## src/rtl/relogio_contador_ajuste.sv

```systemverilog
// 24 h timekeeping core: 1 Hz prescaler, hh:mm:ss counters, three-button set.
// Define AJUSTE_AUTOREPEAT_EN to add hold-to-repeat on inc/dec in adjust modes.
module relogio_contador_ajuste #(
    parameter int TICK_DIV        = 100_000_000,
    parameter int DEBOUNCE_CYCLES = 1_000_000,
    parameter int REPEAT_DELAY    = 50_000_000,
    parameter int REPEAT_PERIOD   = 20_000_000
) (
    input  logic       clk_100MHz,
    input  logic       reset,
    input  logic       btn_modo,
    input  logic       btn_inc,
    input  logic       btn_dec,
    output logic [5:0] segundos,
    output logic [5:0] minutos,
    output logic [5:0] horas,
    output logic [1:0] modo_ajuste,
    output logic       tick_1hz
);
    localparam int PW = $clog2(TICK_DIV);
    localparam int DW = $clog2(DEBOUNCE_CYCLES + 1);

    if (TICK_DIV < 2 || DEBOUNCE_CYCLES < 1 ||
        REPEAT_DELAY < 1 || REPEAT_PERIOD < 1) begin : g_param_chk
        $error("relogio_contador_ajuste: parameter out of range");
    end

    typedef enum logic [1:0] {
        NORMAL   = 2'd0,
        AJ_HORAS = 2'd1,
        AJ_MIN   = 2'd2,
        AJ_SEG   = 2'd3
    } modo_t;

    // Button bit order everywhere: [0]=modo, [1]=inc, [2]=dec
    logic [2:0]    w_btn;
    logic [2:0]    r_sync1;
    logic [2:0]    r_sync2;
    logic [2:0]    r_db;
    logic [2:0]    r_db_d;
    logic [DW-1:0] r_dbcnt [3];
    logic [2:0]    w_press;

    modo_t         r_state;
    modo_t         w_state_next;
    logic          w_adjust;
    logic          w_ev_modo;
    logic          w_ev_inc;
    logic          w_ev_dec;

    logic [PW-1:0] r_presc;
    logic [PW-1:0] w_presc_next;
    logic          r_tick;
    logic [5:0]    r_seg;
    logic [5:0]    r_min;
    logic [5:0]    r_hor;

    assign w_btn = {btn_dec, btn_inc, btn_modo};

    always_ff @(posedge clk_100MHz) begin
        if (reset) begin
            r_sync1 <= '0;
            r_sync2 <= '0;
            r_db    <= '0;
            r_db_d  <= '0;
            for (int i = 0; i < 3; i++) r_dbcnt[i] <= '0;
        end else begin
            r_sync1 <= w_btn;
            r_sync2 <= r_sync1;
            r_db_d  <= r_db;
            for (int i = 0; i < 3; i++) begin
                if (r_sync2[i] == r_db[i]) begin
                    r_dbcnt[i] <= '0;
                end else if (r_dbcnt[i] == DW'(DEBOUNCE_CYCLES - 1)) begin
                    r_db[i]    <= r_sync2[i];
                    r_dbcnt[i] <= '0;
                end else begin
                    r_dbcnt[i] <= r_dbcnt[i] + DW'(1);
                end
            end
        end
    end

    assign w_press   = r_db & ~r_db_d;
    assign w_ev_modo = w_press[0];
    assign w_adjust  = (r_state != NORMAL);

    always_ff @(posedge clk_100MHz) begin
        if (reset) r_state <= NORMAL;
        else       r_state <= w_state_next;
    end

    always_comb begin
        w_state_next = r_state;
        if (w_ev_modo) begin
            unique case (r_state)
                NORMAL:   w_state_next = AJ_HORAS;
                AJ_HORAS: w_state_next = AJ_MIN;
                AJ_MIN:   w_state_next = AJ_SEG;
                AJ_SEG:   w_state_next = NORMAL;
            endcase
        end
    end

`ifdef AJUSTE_AUTOREPEAT_EN
    localparam int RMAX = (REPEAT_DELAY > REPEAT_PERIOD) ?
                          REPEAT_DELAY : REPEAT_PERIOD;
    localparam int RW   = $clog2(RMAX + 1);

    // Index 0 repeats inc, index 1 repeats dec
    logic [RW-1:0] r_rep_cnt [2];
    logic [1:0]    r_rep_ph;
    logic [1:0]    w_rep_hold;
    logic [1:0]    w_rep_ev;

    always_comb begin
        w_rep_hold = '0;
        w_rep_ev   = '0;
        for (int i = 0; i < 2; i++) begin
            w_rep_hold[i] = w_adjust && r_db[i+1] &&
                            !(&r_db[2:1]) && !w_ev_modo;
            w_rep_ev[i]   = w_rep_hold[i] &&
                            (r_rep_cnt[i] == (r_rep_ph[i] ?
                             RW'(REPEAT_PERIOD) : RW'(REPEAT_DELAY)));
        end
    end

    always_ff @(posedge clk_100MHz) begin
        if (reset) begin
            r_rep_ph <= '0;
            for (int i = 0; i < 2; i++) r_rep_cnt[i] <= '0;
        end else begin
            for (int i = 0; i < 2; i++) begin
                if (!w_rep_hold[i]) begin
                    r_rep_cnt[i] <= '0;
                    r_rep_ph[i]  <= 1'b0;
                end else if (w_rep_ev[i]) begin
                    r_rep_cnt[i] <= RW'(1);
                    r_rep_ph[i]  <= 1'b1;
                end else begin
                    r_rep_cnt[i] <= r_rep_cnt[i] + RW'(1);
                end
            end
        end
    end

    assign w_ev_inc = w_press[1] | w_rep_ev[0];
    assign w_ev_dec = w_press[2] | w_rep_ev[1];
`else
    assign w_ev_inc = w_press[1];
    assign w_ev_dec = w_press[2];
`endif

    function automatic logic [5:0] f_step(input logic [5:0] v,
                                          input logic [5:0] lim,
                                          input logic       up);
        if (up) return (v == lim) ? 6'd0 : v + 6'd1;
        return (v == 6'd0) ? lim : v - 6'd1;
    endfunction

    // Prescaler only runs while staying in NORMAL, so re-entry starts at 0
    always_comb begin
        w_presc_next = '0;
        if (r_state == NORMAL && w_state_next == NORMAL &&
            r_presc != PW'(TICK_DIV - 1))
            w_presc_next = r_presc + PW'(1);
    end

    always_ff @(posedge clk_100MHz) begin
        if (reset) begin
            r_presc <= '0;
            r_tick  <= 1'b0;
            r_seg   <= '0;
            r_min   <= '0;
            r_hor   <= '0;
        end else begin
            r_presc <= w_presc_next;
            r_tick  <= (w_state_next == NORMAL) &&
                       (w_presc_next == PW'(TICK_DIV - 1));
            if (r_tick) begin
                r_seg <= f_step(r_seg, 6'd59, 1'b1);
                if (r_seg == 6'd59) begin
                    r_min <= f_step(r_min, 6'd59, 1'b1);
                    if (r_min == 6'd59)
                        r_hor <= f_step(r_hor, 6'd23, 1'b1);
                end
            end else if (w_adjust && !w_ev_modo && (w_ev_inc ^ w_ev_dec)) begin
                unique case (1'b1)
                    r_state == AJ_HORAS: r_hor <= f_step(r_hor, 6'd23, w_ev_inc);
                    r_state == AJ_MIN:   r_min <= f_step(r_min, 6'd59, w_ev_inc);
                    default:             r_seg <= f_step(r_seg, 6'd59, w_ev_inc);
                endcase
            end
        end
    end

    assign segundos    = r_seg;
    assign minutos     = r_min;
    assign horas       = r_hor;
    assign modo_ajuste = r_state;
    assign tick_1hz    = r_tick;

endmodule

```

## config.mk

```make
export PLATFORM = sky130hd
export DESIGN_NAME = relogio_contador_ajuste
export DESIGN_NICKNAME = d
export VERILOG_FILES = /design/src/rtl/relogio_contador_ajuste.sv
export SDC_FILE = /design/constraint.sdc
export NUM_CORES = 1
export LEC_CHECK = 0
export ABC_CLOCK_PERIOD_IN_PS = 5250
export BUFFER_PORTS_ARGS = -buffer_cell sky130_fd_sc_hd__buf_2
export CAP_MARGIN = 10
export CORE_ASPECT_RATIO = 0.7
export CORE_MARGIN = 4
export CORE_UTILIZATION = 40
export CTS_BUF_LIST = sky130_fd_sc_hd__clkbuf_16
export DETAILED_ROUTE_END_ITERATION = 6
export PLACE_DENSITY_LB_ADDON = 0.1
export SLEW_MARGIN = 20
export SYNTH_ARGS = -nofsm -noshare
export SYNTH_HDL_FRONTEND = slang
export SYNTH_SLANG_ARGS = --single-unit
```

## constraint.sdc

```tcl
create_clock -name clk_100MHz -period 5.25 [get_ports clk_100MHz]
set_input_delay 1.05 -clock clk_100MHz [delete_from_list [all_inputs] [get_ports clk_100MHz]]
set_output_delay 1.05 -clock clk_100MHz [all_outputs]
set_load 0.02 [all_outputs]
```

Yosys cells after proc, flatten, opt, wreduce, memory -nomap -nowiden
Memories as Yosys holds them, arrays and structs flattened. Cells that the tools add are included.

Multiplexer cells: 96. Bitwise operators: 15. Add/subtract/negate cells: 10. Equality and inequality tests: 17. Reduce and logical (&&, ||, !) cells: 22.

Operator list (count): $mux 20 (9); $mux 6 (27); $add 20x1->20 const B (3); $eq 20x20->1 const B (3); $mux 1 (57); $add 27x1->27 const B (1); $eq 27x27->1 const B (1); $mux 27 (1); $ne 27x27->1 const B (1); $add 6x1->6 const B (3); $logic_not 6->1 (3); $sub 6x1->6 const B (3); $eq 6x6->1 const B (2); $or 1x1->1 (9); $pmux 2 s4 (1); $reduce_and 2->1 (4); $reduce_bool 2->1 (4); $eq 6x5->1 const B (1); $ne 2x1->1 const B (3); $logic_and 1x1->1 (5); $eq 2x2->1 const B (2); $logic_not 2->1 (2); $reduce_and 4->1 (1); $and 3x3->3 (1); other kinds (9) (13).

Register bits: 60. Bits of input ports: 5. Bits in writable memories: 60. Memories kept: 1. Word-level logic and storage cells: 173. Output and inout port bits: 21.

Memory list: r_dbcnt (depth 3, bits a word 20, read ports 3, clocked after Yosys merged registers in 0, wr ports 3, RTL line 41) `logic [DW-1:0] r_dbcnt [3];`.

Longest topological paths before layout
Gate-level depths: netlist of run 1.

Word-level depth: 12. Mapped depth: 8. Gate-level depth less buffers: 8.

Worst setup path before layout of run 1
Ideal clock, no wire load.

Kind: input port to flip-flop. From: input port reset. To: memory r_dbcnt[2][15] (netlist name) (data pin). Data arrival time: 1886 ps. Cell stages on the path: 4. Path slack: 3217 ps. Path buffers: 2. Library setup time: 147 ps. Path through: clkbuf_1 -> or3_1 -> clkbuf_1 -> a21oi_1.

RTL lines: start, declared (RTL line 10) `input logic reset,`; end, declared (RTL line 41).

==> flow_summary_export.csv, run 1 <==
group,metric,value,unit
pwr,vdd_drop_max,0.183,mV
timing,finClkSkew,0.00759,ns
global_route,grt_pass1_wl,23000,um
cells_and_area,fin_cells,1044,
pwr,power.internal,1660,uW
global_route,grt_max_degree,37,
placed_design,port-buffer-count,25,
yosys,yosys.area.top_type_share,27.1,%
detailed_routing,dr_wl_met2,5580,um
detailed_routing,vias_per_cell,4.93,
detailed_routing,wl_met1,7020,um
detailed_routing,drt_iter0_markers,393,
status,status,"finished clean",
yosys,netlist_area,6650,um^2
pwr,combPwrFrac,2.5,%
die,core,16300,um^2
detailed_routing,drt_wl_total,13200,um
timing,period_needed,2.64,ns
timing,tightest_slew,0.695,ns
setup_path,critical_path_class,"register to register",
detailed_routing,first_pass_iters,5,
timing,final.setup.tns,0,ns
timing,fin_crit_sh,50.2,%
yosys,yosys-top-cells-area,"edfxtp_1 (27%), dfxtp_1 (18%), nor2_1 (7.2%)",
clocking,cts_hold_buf,0,
global_route,grt_remaining_overflow,0,
worst_hold_path,min-delay-start,"r_sync1[2]",
timing,rsz0062_at_grt,"no",
yosys,synth_area_leader_cell,"edfxtp_1",
yosys,ys_seq_elements,120,
die,start_util,40.8,%
run,cap_violations,0,
cells_and_area,drive_gt1_share,7.69,%
detailed_routing,wl_per_cell,12.7,um
clocking,post_cts_resized,0,
timing,setup_violations,0,
cells_and_area,nets,827,
pwr,clockPowerShare,48.8,%
yosys,ys_types,63,
yosys,yosys_warnings,0,
clocking,path_clk_slew,0.06,ns
timing,hold_viol,0,
pwr,p_per_area,276,nW/um^2
setup_path,endpoint_kind,"register",
die,core.rowCount,39,
detailed_routing,top_layer,"met4",
global_route,antenna_found_initial,0,
global_route,grt_pass1_vias,4866,
detailed_routing,ant_nets,0,
pwr,report.power.total,2120,uW
clocking,cts_made_buffers,17,
setup_path,worstSetupStartpointType,"register",
timing,slew_viol_final,0,
clocking,clk_latency,0.41,ns
yosys,async_flop_share,0,%
detailed_routing,met3WireLength,496,um
yosys,synth_area_per_cell,9.11,um^2
setup_path,cp_max_fo,20,
yosys,postSynthCellCount,730,
clocking,post-cts-setup-buffer-count,0,
global_route,track_usage,14.9,%
yosys,ys_seq_area_share,45.2,%
pwr,seqPwrFrac,48.7,%
clocking,clockBufferDepth,2,
yosys,ys_top_cells_by_count,"nor2_1 (128), dfxtp_1 (60), edfxtp_1 (60)",
detailed_routing,drc,0,
yosys,synth_edf_count,60,
setup_path,cp.arrival,2.78,ns
cells_and_area,area_growth,15.4,%
cells_and_area,antenna_cells,0,
setup_path,reg2reg_from,"r_dbcnt[0][0]",
timing,slew_headroom,53.7,%
pwr,p_leak,0.00277,uW
worst_hold_path,min_path_type,"register to register",
placed_design,place_inst,1012,
clocking,cts_tree,"done",
detailed_routing,via_count,5144,
timing,fmax,0.379,GHz
placed_design,dp_hpwl,9250,um
clocking,cts_root_buf,"clkbuf_16",
die,die-area,18800,um^2
die,die-height,116,um
die,io_pins,26,
pwr,p_sw,459,uW
die,die_w,162,um
clocking,cts_sinks,120,
yosys,yosysMostFrequentCell,"nor2_1",
clocking,htreeDepth,4,
pwr,swShare,21.6,%
yosys,synth_ff_type,"edfxtp_1",
setup_path,crit_required,5.39,ns
cells_and_area,post-route-util,47.1,%
placed_design,finalWeightedCongestion,0.851,
cells_and_area,nFillCells,1601,
setup_path,crit_path_start,"r_dbcnt[0][0]",
[cell families (layout without fill, tap and decap cells)]
group                      after synthesis  in the layout  synth area share [%]
AOI/OAI and AO/OA                       93             93                  8.75
xor gates and xnor gates                86             86                  11.3
adders and majority gates               16             16                  3.01
buffers and inverters                   52             82                  3.43
DFF                                    120            120                  45.2
muxes                                    6              6                 0.903
other                                    1             60                0.0564
and+or+nand+nor                        356            356                  27.3
[registers in the layout, indices dropped and copies added, names as in the netlist]
name	cells
r_presc	27
r_sync2	3
minutos	6
segundos	6
r_db_d	3
horas	6
r_sync1	3
modo_ajuste	2
tick_1hz	1
r_db	3
r_dbcnt	60
[final cells by class]
class                      instances  area [um^2]  area share, %
timing repair buffer              27          140           1.83
clock buffer                      17          425           5.54
multi-input combinational        617         3640           47.4
tap                              225          282           3.67
clock inverter                    15         96.3           1.26
inverter                          23         86.3           1.13
sequential                       120         3000           39.1
[cell usage in the layout, fill, tap and decap left out, types with 15 or more instances in the layout]
cell       instances
nor2_1           128
dfxtp_1           60
edfxtp_1          60
conb_1            60
nand3_1           50
nand2_1           48
xor2_1            44
xnor2_1           42
a21oi_1           27
o21ai_0           27
inv_1             26
buf_2             25
nor3_1            19
nor2b_1           17
clkbuf_16         17
ha_1              16
nand4_1           15
[critical path, cell delays in order (launching register included)]
cell and delay, ns:
edfxtp_1 0.41, ha_1 0.22, and3_1 0.34, nand2_1 0.09, nor4_1 0.54, or3_1 0.63, nor2_1 0.12
[stage by stage]
| stage | worst slack, ns | area [um^2] | hold slack, ns |
|---|---|---|---|
| detailed placement | 2.39 | 7150 | 0.425 |
| finish | 2.61 | 7670 | 0.433 |
| global route | 2.32 | 7670 | 0.448 |
| global placement | 2.46 | 7150 | 0.417 |
| CTS | 2.53 | 7670 | 0.438 |
| floorplan | 3.22 | 6870 | 0.414 |
[path summary, 6_finish.rpt]
kind / to / slack, ns / cells past startpoint
hold / removal: r_sync2[2] / 0.43 / 1
hold reg to reg: r_sync2[2] / 0.43 / 1
setup / recovery: r_dbcnt[0][9] / 2.61 / 6
setup reg to reg: r_dbcnt[0][9] / 2.61 / 6
[power groups by stage]
stage | clock network, uW | registers (uW) | logic, uW
after floorplan | 0 | 1040 | 45.9
after global placement | 0 | 1050 | 52.2
after detailed placement | 0 | 1050 | 52.6
after CTS | 1060 | 1030 | 53.1
after global routing | 1110 | 1030 | 62.2
final | 1030 | 1030 | 53.7
[layer usage]
metal / vias to the layer above / GRT usage [%]
li1: 2674 / -
met1: 2379 / 21.2
met2: 78 / 21.9
met3: 13 / 4.23
met4: 0 / 4.73
met5: - / 0
Note: power is estimated with default switching activity, not from simulation.
==> run 2: changes to the inputs <==
--- a/config.mk
+++ b/config.mk
@@ -5,7 +5,8 @@
 export SDC_FILE = /design/constraint.sdc
 export NUM_CORES = 1
 export LEC_CHECK = 0
-export ABC_CLOCK_PERIOD_IN_PS = 5250
+export ABC_AREA = 1
+export ABC_CLOCK_PERIOD_IN_PS = 2400
 export BUFFER_PORTS_ARGS = -buffer_cell sky130_fd_sc_hd__buf_2
 export CAP_MARGIN = 10
 export CORE_ASPECT_RATIO = 0.7
==> constraint.sdc (replaced) <==
create_clock -name clk_100MHz -period 2.4 [get_ports clk_100MHz]
set_input_delay 0.48 -clock clk_100MHz [delete_from_list [all_inputs] [get_ports clk_100MHz]]
set_output_delay 0.48 -clock clk_100MHz [all_outputs]
set_load 0.02 [all_outputs]
==> flow_summary_export.csv, run 2 <==
group,metric,value,unit
detailed_routing,ant_nets,0,
detailed_routing,drt_wl_total,14800,um
yosys,ys_top_cells_by_count,"nand2_1 (184), nor2_1 (163), inv_1 (118)",
global_route,grt_pass1_wl,25400,um
cells_and_area,area_growth,17.1,%
yosys,yosysMostFrequentCell,"nand2_1",
setup_path,cp_slowest_stage_delay,0.35,ns
global_route,antenna_found_initial,0,
global_route,grt_remaining_overflow,0,
run,cap_violations,0,
yosys,yosys_warnings,0,
setup_path,cp_slowest_cell,"dfxtp_1",
cells_and_area,largest_registers,"r_dbcnt: 60 flops, r_presc: 27 flops",
timing,hold_viol,0,
yosys,ys_seq_area_share,43.0,%
timing,finClkSkew,0.00536,ns
status,status,"finished clean",
clocking,htreeDepth,4,
setup_path,path_cells,"inv_1, ha_1, o21ai_2, nand3_2, nor2_2, nand2_1, nor2_1, nand2_1, nor2_1, nand3_1, nor2_1",
yosys,yosys.area_share.simple,32.0,%
timing,period_needed,2.03,ns
clocking,path_clk_slew,0.05,ns
placed_design,dp_hpwl,11200,um
timing,fin_crit_sh,84.6,%
yosys,yosys-top-cells-area,"edfxtp_1 (26%), dfxtp_1 (17%), nand2_1 (9.9%)",
global_route,grt_pass1_vias,5305,
setup_path,path_buf_inv,1,
clocking,clockBufferDepth,2,
die,core,17200,um^2
die,io_pins,26,
pwr,report.power.total,4780,uW
global_route,grt_max_degree,28,
die,start_util,40.7,%
yosys,async_flop_share,0,%
clocking,cts_made_buffers,17,
die,die-height,119,um
detailed_routing,via_count,5954,
yosys,synthXorXnorAreaFrac,4.89,%
worst_hold_path,min_path_type,"primary input to register",
detailed_routing,wl_per_cell,11.6,um
cells_and_area,final_cell_mix,"nand2_1 (184), nor2_1 (163), inv_1 (121)",
timing,fmax,0.493,GHz
timing,rsz0062_at_grt,"no",
yosys,synth_area_leader_cell,"edfxtp_1",
cells_and_area,antenna_cells,0,
clocking,cts_hold_buf,0,
clocking,clk_latency,0.41,ns
setup_path,reg2reg_slack,0.37,ns
detailed_routing,vias_per_cell,4.67,
yosys,ys_types,43,
yosys,synth_compound_area_share,9.58,%
placed_design,port-buffer-count,25,
pwr,p_per_area,584,nW/um^2
yosys,netlist_area,6990,um^2
setup_path,cp.arrival,2.37,ns
pwr,p_leak,0.00340,uW
setup_path,endpoint_kind,"register",
die,die_w,166,um
setup_path,cp_top_family,"simple AND/OR/NAND/NOR gates",
die,core.rowCount,40,
setup_path,critical_path_class,"register to register",
timing,setup_violations,0,
placed_design,finalWeightedCongestion,0.885,
setup_path,cp_max_fo,6,
timing,slew_viol_final,0,
cells_and_area,nets,1051,
yosys,postSynthCellCount,932,
setup_path,crit_top_cell,"nor2_1",
cells_and_area,drive_gt1_share,10.4,%
detailed_routing,first_pass_iters,5,
yosys,synth_area_per_cell,7.50,um^2
die,die-area,19700,um^2
clocking,cts_root_buf,"clkbuf_16",
setup_path,crit_required,2.74,ns
detailed_routing,drt_iter0_markers,360,
clocking,post_cts_resized,0,
cells_and_area,largest_register_ffs,60,
yosys,synthAdderAreaFrac,2.86,%
pwr,vdd_drop_max,0.359,mV
setup_path,worstSetupStartpointType,"register",
yosys,muxShareOfSynthArea,0,%
cells_and_area,layout_commonest_cell,"nand2_1",
clocking,cts_sinks,120,
timing,final.setup.tns,0,ns
detailed_routing,drc,0,
yosys,yosys.area.top_type_share,25.8,%
clocking,cts_tree,"done",
yosys,synth_ff_type,"edfxtp_1",
cells_and_area,largest-register,"r_dbcnt",
timing,slew_headroom,58.6,%
clocking,post-cts-setup-buffer-count,0,
yosys,synth_top_family_by_area,"simple AND/OR/NAND/NOR gates",
global_route,track_usage,15.5,%
yosys,synth_edf_count,60,
timing,tightest_slew,0.615,ns
yosys,ys_seq_elements,120,
## run 2: area by class of cell
cell class | instances | area [um^2]
Clock buffer | 19 | 475
Clock inverter | 13 | 85.1
Inverter | 124 | 465
Multi-Input combinational cell | 733 | 3670
Tap cell | 231 | 289
Timing Repair Buffer | 34 | 193
Sequential cell | 120 | 3000
Fill cell | 1709 | 8980
## run 2: metal layers
layer	global-route usage [%]	part of all wire [%]	wire, um	vias to the layer above
met4	4.59	1.2	182	0
met2	20.5	38	5590	135
met1	24.6	56	8340	2592
li1	-	-	-	3211
met5	0	0	0	-
met3	3.51	4.8	711	16
## run 2: cell families (layout without fill, tap and decap cells)
family / after synthesis / in the layout
AOI/OAI and AO/OA: 117 / 117
adders and majority gates: 16 / 16
xor gates and xnor gates: 39 / 39
DFF: 120 / 120
and+or+nand+nor: 501 / 501
other: 1 / 60
buffers and inverters: 138 / 190
## run 2: power by group
part	switching, uW	internal, uW	total (uW)	leakage [uW]
Combinational	93.6	43.1	137	0.00200
Sequential	46.7	2210	2250	0.00110
Clock	880	1510	2390	0.000294
Total	1020	3760	4780	0.00340
## run 2: worst paths after layout
path / startpoint / to / cells after the start
max: modo_ajuste[0] / tick_1hz / 11
min: btn_dec / r_sync1[2] / 3
max reg2reg: modo_ajuste[0] / tick_1hz / 11
min reg2reg: r_sync1[1] / r_sync2[1] / 2
## run 2: worst reg2reg max path: cells and delay by family, from the launching register on
kind,cells,cell delay (ns)
simple gates,8,1.00
flops,1,0.35
buf+inv,1,0.08
compound gates,1,0.21
fa+ha+maj,1,0.33
## run 2: per-stage QoR
step	setup slack, ns	util, %	area (um^2)	hold WS [ns]	cells
3_3_place_gp	0.370	44.4	7620	0.399	1242
6_report	0.370	47.7	8190	0.288	1274
3_5_place_dp	0.398	44.4	7620	0.399	1242
5_1_grt	0.170	47.7	8190	0.280	1274
2_1_floorplan	0.580	-	7210	0.388	991
4_1_cts	0.372	47.7	8190	0.278	1274
